`src/rtl/calculadora_tester.sv`:
```
// Self-test initiator for the 8-bit calculator: issues LFSR-driven operand/mode
// streams, checks each registered result against a golden model, keeps statistics.
module calculadora_tester #(
  parameter logic [15:0] LFSR_POLY = 16'hB400,
  parameter int          CNT_W     = 8
) (
  input  logic             clk,
  input  logic             rst,
  input  logic             start,
  input  logic [15:0]      seed,
  input  logic [CNT_W-1:0] num_ops,
  output logic [7:0]       calc_a,
  output logic [7:0]       calc_b,
  output logic [1:0]       calc_modo,
  output logic             calc_enb,
  input  logic [7:0]       calc_c,
  output logic             busy,
  output logic             done,
  output logic [CNT_W-1:0] pass_cnt,
  output logic [CNT_W-1:0] fail_cnt,
  output logic [CNT_W-1:0] first_fail_idx,
  output logic             mismatch
);

  localparam logic [2:0] S_IDLE  = 3'd0;
  localparam logic [2:0] S_ISSUE = 3'd1;
  localparam logic [2:0] S_DRAIN = 3'd2;
  localparam logic [2:0] S_ZCHK  = 3'd3;
  localparam logic [2:0] S_DONE  = 3'd4;

  localparam logic [CNT_W-1:0] CNT_ZERO = {CNT_W{1'b0}};
  localparam logic [CNT_W-1:0] CNT_ONE  = {{(CNT_W-1){1'b0}}, 1'b1};
  localparam logic [CNT_W-1:0] CNT_MAX  = {CNT_W{1'b1}};

  logic [2:0]       state_r;
  logic [15:0]      lfsr_r;
  logic [CNT_W-1:0] op_idx_r;
  logic [CNT_W-1:0] n_ops_r;
  logic [7:0]       exp_val_r;
  logic             exp_vld_r;
  logic [CNT_W-1:0] exp_idx_r;

  logic [15:0]      seed_eff_s;
  logic [CNT_W-1:0] last_idx_s;
  logic [CNT_W-1:0] next_idx_s;
  logic             accept_s;

  function automatic logic [15:0] lfsr_step(input logic [15:0] l);
    logic [15:0] sh;
    sh = {1'b0, l[15:1]};
    return l[0] ? (sh ^ LFSR_POLY) : sh;
  endfunction

  function automatic logic [7:0] golden(input logic [7:0] a, input logic [7:0] b,
                                        input logic [1:0] modo);
    logic [7:0] r;
    case (modo)
      2'b00:   r = a + b;
      2'b01:   r = a - b;
      2'b10:   r = a * b;
      2'b11:   r = (b >= 8'd8) ? 8'd0 : (a << b[2:0]);
      default: r = 8'd0;
    endcase
    return r;
  endfunction

  assign seed_eff_s = (seed == 16'd0) ? 16'd1 : seed;
  assign last_idx_s = n_ops_r - CNT_ONE;
  assign next_idx_s = op_idx_r + CNT_ONE;
  assign accept_s   = (state_r == S_IDLE) && start;

  // Run sequencing and registered operand issue
  always_ff @(posedge clk or negedge rst) begin
    if (!rst) begin
      state_r   <= S_IDLE;
      lfsr_r    <= 16'd0;
      op_idx_r  <= CNT_ZERO;
      n_ops_r   <= CNT_ZERO;
      calc_a    <= 8'd0;
      calc_b    <= 8'd0;
      calc_modo <= 2'd0;
      calc_enb  <= 1'b0;
      busy      <= 1'b0;
      done      <= 1'b0;
    end else begin
      case (state_r)
        S_IDLE: begin
          if (start) begin
            n_ops_r  <= num_ops;
            op_idx_r <= CNT_ZERO;
            busy     <= 1'b1;
            done     <= 1'b0;
            if (num_ops == CNT_ZERO) begin
              state_r  <= S_DRAIN;
              lfsr_r   <= seed_eff_s;
              calc_enb <= 1'b0;
            end else begin
              // op 0 is presented straight from the seed during the first ISSUE cycle
              state_r   <= S_ISSUE;
              calc_a    <= seed_eff_s[7:0];
              calc_b    <= seed_eff_s[15:8];
              calc_modo <= 2'd0;
              calc_enb  <= 1'b1;
              lfsr_r    <= lfsr_step(seed_eff_s);
            end
          end
        end
        S_ISSUE: begin
          if (op_idx_r == last_idx_s) begin
            state_r  <= S_DRAIN;
            calc_enb <= 1'b0;
          end else begin
            op_idx_r  <= next_idx_s;
            calc_a    <= lfsr_r[7:0];
            calc_b    <= lfsr_r[15:8];
            calc_modo <= next_idx_s[1:0];
            calc_enb  <= 1'b1;
            lfsr_r    <= lfsr_step(lfsr_r);
          end
        end
        S_DRAIN: begin
          state_r <= S_ZCHK;
        end
        S_ZCHK: begin
          state_r <= S_DONE;
          busy    <= 1'b0;
          done    <= 1'b1;
        end
        S_DONE: begin
          state_r <= S_IDLE;
        end
        default: begin
          state_r  <= S_IDLE;
          calc_enb <= 1'b0;
          busy     <= 1'b0;
        end
      endcase
    end
  end

  // Expected-result pipeline, aligned with the calculator's one-cycle latency
  always_ff @(posedge clk or negedge rst) begin
    if (!rst) begin
      exp_val_r <= 8'd0;
      exp_vld_r <= 1'b0;
      exp_idx_r <= CNT_ZERO;
    end else begin
      exp_vld_r <= (state_r == S_ISSUE) || (state_r == S_DRAIN);
      exp_val_r <= (state_r == S_ISSUE) ? golden(calc_a, calc_b, calc_modo) : 8'd0;
      exp_idx_r <= (state_r == S_ISSUE) ? op_idx_r : n_ops_r;
    end
  end

  // Compare and saturating statistics
  always_ff @(posedge clk or negedge rst) begin
    if (!rst) begin
      pass_cnt       <= CNT_ZERO;
      fail_cnt       <= CNT_ZERO;
      first_fail_idx <= CNT_MAX;
      mismatch       <= 1'b0;
    end else begin
      mismatch <= 1'b0;
      if (accept_s) begin
        pass_cnt       <= CNT_ZERO;
        fail_cnt       <= CNT_ZERO;
        first_fail_idx <= CNT_MAX;
      end else if (exp_vld_r) begin
        if (calc_c == exp_val_r) begin
          if (pass_cnt != CNT_MAX) pass_cnt <= pass_cnt + CNT_ONE;
        end else begin
          mismatch <= 1'b1;
          if (fail_cnt != CNT_MAX) fail_cnt <= fail_cnt + CNT_ONE;
          // fail_cnt saturates but never returns to zero, so it marks the first failure
          if (fail_cnt == CNT_ZERO) first_fail_idx <= exp_idx_r;
        end
      end
    end
  end

endmodule

```
`config.mk`:
```
export PLATFORM = sky130hd
export DESIGN_NAME = calculadora_tester
export DESIGN_NICKNAME = d
export VERILOG_FILES = /design/src/rtl/calculadora_tester.sv
export SDC_FILE = /design/constraint.sdc
export NUM_CORES = 1
export LEC_CHECK = 0
export CAP_MARGIN = 10
export CORE_UTILIZATION = 35
export DETAILED_ROUTE_END_ITERATION = 8
export SYNTH_ARGS = -nofsm -noshare
export SYNTH_HDL_FRONTEND = slang
export SYNTH_SLANG_ARGS = --single-unit
```
`constraint.sdc`:
```
create_clock -name clk -period 12.6 [get_ports clk]
set_clock_uncertainty 0.2 [all_clocks]
set_input_delay 2.52 -clock clk [delete_from_list [all_inputs] [get_ports clk]]
set_output_delay 2.52 -clock clk [all_outputs]
set_load 0.03 [all_outputs]
```
# ---- Word-level counts from Yosys, hierarchy flattened
# Index checks and enable logic that the tools add are counted.
dict set report op_classes {
  bitwise 4
  n_mul 1
  add_sub_neg 6
  shifts 1
  muxes 53
  eq_ne 16
  n_lt_le_gt_ge 1
  reduce_logical 26
}
# op count
set ops {}
lappend ops {{8-bit 2-to-1 mux} 23}
lappend ops {{16-bit 2-to-1 mux} 6}
lappend ops {{8-bit case mux with 2 select lines} 3}
lappend ops {{16-bit case mux with 2 select lines} 1}
lappend ops {{8-bit case mux with 4 select lines} 1}
lappend ops {{8-bit by 1-bit adder with 8-bit output, second input constant} 3}
lappend ops {{8-bit == test} 2}
lappend ops {{16-bit zero test} 1}
lappend ops {{8-bit zero test} 2}
lappend ops {{8-bit != test, second input constant} 2}
lappend ops {{2-bit nonzero test} 7}
lappend ops {{3-bit case mux with 4 select lines} 1}
lappend ops {{3-bit AND reduction} 4}
lappend ops {{2-bit != test, second input constant} 5}
lappend ops {{2-bit AND reduction} 5}
lappend ops {{8-bit adder} 1}
lappend ops {{8-bit by 4-bit >= comparator with 1-bit output, second input constant} 1}
lappend ops {{8-bit by 8-bit multiplier with 8-bit output} 1}
lappend ops {{1-bit 2-to-1 mux} 8}
lappend ops {{2-bit 2-to-1 mux} 4}
lappend ops {{3-bit NOT with 4-bit output} 2}
lappend ops {{8-bit by 3-bit left shift with 8-bit output} 1}
lappend ops {{8-bit by 1-bit subtractor with 8-bit output, second input constant} 1}
lappend ops {{8-bit subtractor} 1}
lappend ops {{other kinds (16)} 22}
dict set report totals {
  wordCells 125
  ff_bits 98
  out_inout_bits 46
  in_bits 35
}

# ---- Depth between registers and ports, before layout
dict set report logic_depth {
  ltp_word 7
  depth_mapped 16
  mapped_depth_nobuf 15
}

# ---- Worst setup path before layout
# OpenSTA, ideal clock, no wires.
dict set report synth_path {
  path_kind {input to register}
  startpoint {input calc_c[7]}
  endpoint {register pass_cnt[5]}
  setup_ns 0.132
  slack_ns 8.107
  t_required_ns 12.268
  cell_stages 7
  n_path_buf 0
  t_arrival_ns 4.161
  path_cell_list {xor2_1 > nor4_1 > nand2_1 > a311oi_1 > nand4_1 > xor2_1 > nor2_1}
}
dict set report synth_via {
  elab_chain_cells 3
}
# item line
set synth_rtl {}
lappend synth_rtl {{start, declared} 16} ;# input logic [7:0] calc_c,
lappend synth_rtl {{8-bit == test} 168} ;# if (calc_c == exp_val_r) begin
lappend synth_rtl {{2-bit nonzero test (no line)} n/a}
lappend synth_rtl {{3-bit AND reduction (no line)} n/a}
lappend synth_rtl {{end signal, assigned} 169} ;# if (pass_cnt != CNT_MAX) pass_cnt <= pass_cnt + CNT_ONE;
lappend synth_rtl {{end, declared} 19} ;# output logic [CNT_W-1:0] pass_cnt,
# No other way between the ends.
# A chain may end at the register's enable or synchronous reset.

# ---- Worst setup path after layout
dict set report layout_path {
  startpoint {input num_ops[7]}
  endpoint {register calc_a[0]}
}
dict set report layout_via {
  elab_chain_cells 3
}
# item line
set layout_rtl {}
lappend layout_rtl {{start, declared} 11} ;# input logic [CNT_W-1:0] num_ops,
lappend layout_rtl {{8-bit zero test} 93} ;# if (num_ops == CNT_ZERO) begin
lappend layout_rtl {{2-bit != test (no line)} n/a}
lappend layout_rtl {{4-bit AND reduction (no line)} n/a}
lappend layout_rtl {{end signal, assigned} 100} ;# calc_a <= seed_eff_s[7:0];
lappend layout_rtl {{end signal, assigned} 114} ;# calc_a <= lfsr_r[7:0];
lappend layout_rtl {{end, declared} 12} ;# output logic [7:0] calc_a,
# No other way between the ends.

==> impl_results.html <==
<table>
<tr><th>Metric</th><th>Value</th></tr>
<tr><th colspan="2">Synthesis</th></tr>
<tr><td>Share of synthesized area spent on multiplexers</td><td>0.0681</td></tr>
<tr><td>Synth Cell Area</td><td>about 6400 µm²</td></tr>
<tr><td>Sequential-to-total area share from yosys stat</td><td>0.382</td></tr>
<tr><td>Flip-flop and latch count after synthesis</td><td>between 90 and 100</td></tr>
<tr><td>Syn Nets</td><td>between 700 and 800</td></tr>
<tr><td>Count of cell types in the netlist</td><td>between 50 and 60</td></tr>
<tr><td>Primary flip-flop cell chosen by synthesis mapping</td><td>dfrtp_1</td></tr>
<tr><td>Syn Inst Count</td><td>714</td></tr>
<tr><td>Area share of fa/ha/maj cells after synthesis</td><td>0.101</td></tr>
<tr><td>Cell types with the largest area share after synthesis</td><td>dfrtp_1, nand2_1, ha_1, xnor2_1, mux2i_1</td></tr>
<tr><td>Number of enable-type register cells in the synthesized netlist</td><td>0</td></tr>
<tr><td>Warnings from Yosys</td><td>0</td></tr>
<tr><td>XOR/XNOR share of the synthesized area</td><td>0.0869</td></tr>
<tr><td>Synth Area in Simple Gates</td><td>0.197</td></tr>
<tr><td>Share of the synthesized area in compound gates (AO/OA/AOI/OAI)</td><td>0.121</td></tr>
<tr><td>Avg Inst Size Synth</td><td>~9.0 µm²</td></tr>
<tr><td>Dominant combinational cell family by area after synthesis</td><td>simple AND/OR/NAND/NOR gates</td></tr>
<tr><td>Post-synthesis async set-or-reset flop share</td><td>1.00</td></tr>
<tr><td>Top-area cell type share of the netlist area</td><td>0.349</td></tr>
<tr><td>Largest area contributor in the netlist</td><td>dfrtp_1</td></tr>
<tr><th colspan="2">Critical path</th></tr>
<tr><td>Required time of the worst setup path</td><td>12.66 ns</td></tr>
<tr><td>Signal arrival time at the worst endpoint</td><td>just over 5 ns</td></tr>
<tr><td>Cells along the critical path</td><td>clkdlybuf4s50_1, nor4_1, and2_1, or4b_2, nand2_1, o211ai_1, o21ai_1</td></tr>
<tr><td>Classification of the worst setup path</td><td>primary input to flop</td></tr>
<tr><td>R2R cell count</td><td>15</td></tr>
<tr><td>Cell with the largest stage delay on the worst path</td><td>nand2_1</td></tr>
<tr><td>Element type at the critical path end</td><td>flop</td></tr>
<tr><td>Worst reg2reg endpoint</td><td>exp_val_r[7]$_DFF_PN0_</td></tr>
<tr><td>R2r setup slk</td><td>between 7 and 8 ns</td></tr>
<tr><td>Worst stage delay on the critical path</td><td>0.76 ns</td></tr>
<tr><td>Crit path max fanout</td><td>33</td></tr>
<tr><td>Reg2Reg Launch Point</td><td>calc_b[2]$_DFFE_PN0P_</td></tr>
<tr><td>Critical path launch point type</td><td>primary input</td></tr>
<tr><th colspan="2">Clock tree</th></tr>
<tr><td>Deepest level of the CTS H-tree</td><td>3</td></tr>
<tr><td>Clock root cell</td><td>clkbuf_16</td></tr>
<tr><td>CTS tree</td><td>done</td></tr>
<tr><td>Hold buffer count at cts</td><td>0</td></tr>
<tr><td>Later-pin clock latency in the skew report</td><td>0.35 ns</td></tr>
<tr><td>Clock-pin slew of the registers on the worst-case setup and hold paths</td><td>0.07 ns</td></tr>
<tr><td>Post_cts resized</td><td>0</td></tr>
<tr><td>Post-CTS repair timing setup buffer count</td><td>0</td></tr>
<tr><td>Clock Sink Count</td><td>98</td></tr>
<tr><td>Number of buffers added by the clock tree synthesis step</td><td>9</td></tr>
<tr><td>Bufs on Longest Clock Path</td><td>2</td></tr>
<tr><th colspan="2">Routing</th></tr>
<tr><td>Count of unresolved DRC violations after routing</td><td>0</td></tr>
<tr><td>Number of nets with antenna violations after routing</td><td>0</td></tr>
<tr><td>Routed Wire Length</td><td>between 15000 and 20000 µm</td></tr>
<tr><td>Detailed-route via count</td><td>roughly 5200</td></tr>
<tr><td>Number of vias per cell</td><td>between 5 and 6</td></tr>
<tr><td>Initial detailed-routing violation count</td><td>303</td></tr>
<tr><td>Average routed wire per standard cell</td><td>about 16 µm</td></tr>
<tr><td>First-pass iteration count of the detailed router</td><td>5</td></tr>
<tr><th colspan="2">Worst hold path</th></tr>
<tr><td>Hold Path Sink</td><td>first_fail_idx[7]$_DFFE_PN1P_</td></tr>
<tr><td>Min-delay src</td><td>exp_idx_r[7]$_DFF_PN0_</td></tr>
<tr><td>Hold path cells</td><td>2</td></tr>
<tr><td>Hold crit path type</td><td>flop to flop</td></tr>
<tr><th colspan="2">Global routing</th></tr>
<tr><td>Overall Global Routing Usage</td><td>0.178</td></tr>
<tr><td>Maximum number of pins on one net before global-route repair</td><td>72</td></tr>
<tr><td>First-pass GRT wire length</td><td>26000 µm</td></tr>
<tr><td>Via count of the first global-routing pass</td><td>between 5000 and 6000</td></tr>
<tr><td>Initial antenna violation count</td><td>0</td></tr>
<tr><td>Global route overflow</td><td>0</td></tr>
<tr><th colspan="2">Timing</th></tr>
<tr><td>Final count of negative-setup-slack endpoints</td><td>0</td></tr>
<tr><td>Summed negative setup slack over all endpoints</td><td>0 ns</td></tr>
<tr><td>Worst slew margin relative to its limit</td><td>0.303</td></tr>
<tr><td>Measured slew at the worst slew-check pin</td><td>a little over 1 ns</td></tr>
<tr><td>Final worst-path cycle share</td><td>0.405</td></tr>
<tr><td>Max-slew violation total from the final report</td><td>0</td></tr>
<tr><td>Timing-limited maximum frequency</td><td>196 MHz</td></tr>
<tr><td>Number of endpoints with negative hold slack in the final report</td><td>0</td></tr>
<tr><td>Clock period minus worst slack</td><td>a little over 5 ns</td></tr>
<tr><td>Unrepaired setup endpoints after global routing</td><td>no</td></tr>
<tr><th colspan="2">Layout</th></tr>
<tr><td>Commonest non-fill, non-tap cell in the layout</td><td>nand2_1</td></tr>
<tr><td>Final antenna diode count</td><td>0</td></tr>
<tr><td>Highest-count cells in the layout ignoring fill and taps</td><td>nand2_1, dfrtp_1, clkdlybuf4s50_1</td></tr>
<tr><td>Net total in the final layout</td><td>854</td></tr>
<tr><td>Fraction of final layout cells with drive strength greater than 1</td><td>0.0500</td></tr>
<tr><td>Fillers</td><td>between 1500 and 2000</td></tr>
<tr><td>Area growth, synth to finish</td><td>20.5%</td></tr>
<tr><td>Multi-input gate area in the final layout</td><td>around 3700 µm²</td></tr>
<tr><td>Total area of sequential cells</td><td>approximately 2500 µm²</td></tr>
<tr><th colspan="2">Die</th></tr>
<tr><td>Die Span X</td><td>about 140 µm</td></tr>
<tr><td>Initial standard-cell utilization of the core</td><td>0.358</td></tr>
<tr><td>Count of pins on the block boundary</td><td>81</td></tr>
<tr><td>Standard-cell row count</td><td>49</td></tr>
<tr><td>Die area</td><td>19000 µm²</td></tr>
<tr><td>Core Box Area</td><td>between 15000 and 20000 µm²</td></tr>
<tr><td>Die Y</td><td>138 µm</td></tr>
<tr><th colspan="2">Run status</th></tr>
<tr><td>Status</td><td>finished clean</td></tr>
<tr><th colspan="2">Place</th></tr>
<tr><td>Total half-perimeter wirelength after legalization and detailed placement</td><td>between 10000 and 15000 µm</td></tr>
<tr><td>Final RePlAce weighted congestion</td><td>0.803</td></tr>
<tr><td>Number of buffers inserted by port buffering</td><td>80</td></tr>
<tr><th colspan="2">Flow run</th></tr>
<tr><td>Total of max-cap violations</td><td>0</td></tr>
</table>
## synth_stat cells, drive strengths merged, types with 9 or more instances
cell	instances
nand2	127
dfrtp	90
nor2	59
xnor2	41
inv	37
o21ai	37
ha	31
clkbuf	27
mux2i	27
xor2	23
a21oi	22
a31oi	19
fa	13
mux2	13
nand3	13
and2	12
nor2b	12
nand4	10
nor3	10
nor4	9
## registers in the layout, summed over array words and instances, names as in the netlist, 2 cells and up
| register | count |
|---|---|
| calc_a | 8 |
| calc_b | 8 |
| calc_modo | 2 |
| exp_idx_r | 8 |
| exp_val_r | 8 |
| fail_cnt | 8 |
| first_fail_idx | 8 |
| lfsr_r | 16 |
| n_ops_r | 8 |
| op_idx_r | 8 |
| pass_cnt | 8 |
| state_r | 3 |
## critical path: cells and delay by family
| family | cells | cell delay (ns) |
|---|---|---|
| AND/OR/NAND/NOR | 4 | 1.85 |
| buffers and inverters | 1 | 0.48 |
| AO/OA/AOI/OAI | 2 | 0.29 |
## routing by layer
layer  vias to the layer above  track usage  routed length [µm]  share of wire
met5                         -            0                   0              0
met2                       138        0.288                7350           0.47
met3                        10       0.0331                 777          0.050
met1                      2501        0.240                7360           0.47
met4                         0       0.0513                 208          0.013
li1                       2555            -                   -              -
## stage by stage
step	utilization	hold WS, ns	area (µm²)	instances	worst slack (ns)
final	0.431	0.266	7770	1009	7.50
after global routing	0.431	0.284	7770	1009	7.17
after CTS	0.431	0.268	7770	1009	7.50
after detailed placement	0.412	0.251	7420	993	7.13
after global placement	0.412	0.248	7420	993	7.16
after floorplan	-	0.241	6450	714	8.11
## logic make-up after synthesis
| kind of cell | Yosys count |
|---|---|
| simple gates | 278 |
| compound gates | 117 |
| flops | 98 |
| buf+inv | 72 |
| xor+xnor | 64 |
| fa+ha+maj | 44 |
| mux | 41 |
## worst max path at each step
stage                     startpoint                 endpoint  slack, ns
after floorplan            calc_c[7]  pass_cnt[5]$_DFFE_PN0P_       8.11
after global placement    num_ops[7]    calc_a[0]$_DFFE_PN0P_       7.16
after detailed placement  num_ops[7]    calc_a[0]$_DFFE_PN0P_       7.13
after CTS                 num_ops[7]    calc_a[0]$_DFFE_PN0P_       7.50
after global routing       calc_c[5]  pass_cnt[7]$_DFFE_PN0P_       7.17
final                     num_ops[7]    calc_a[0]$_DFFE_PN0P_       7.50
## layout make-up
| cell class | instances | area share |
|---|---|---|
| timing repair buffer | 84 | 0.107 |
| tap | 229 | 0.0369 |
| sequential | 98 | 0.317 |
| multi-input combinational | 544 | 0.477 |
| clock inverter | 6 | 0.0147 |
| clock buffer | 10 | 0.0295 |
| inverter | 38 | 0.0184 |
Power is not shown: default switching activity piles up to over one toggle a cycle in this logic, so the estimate is an artifact.
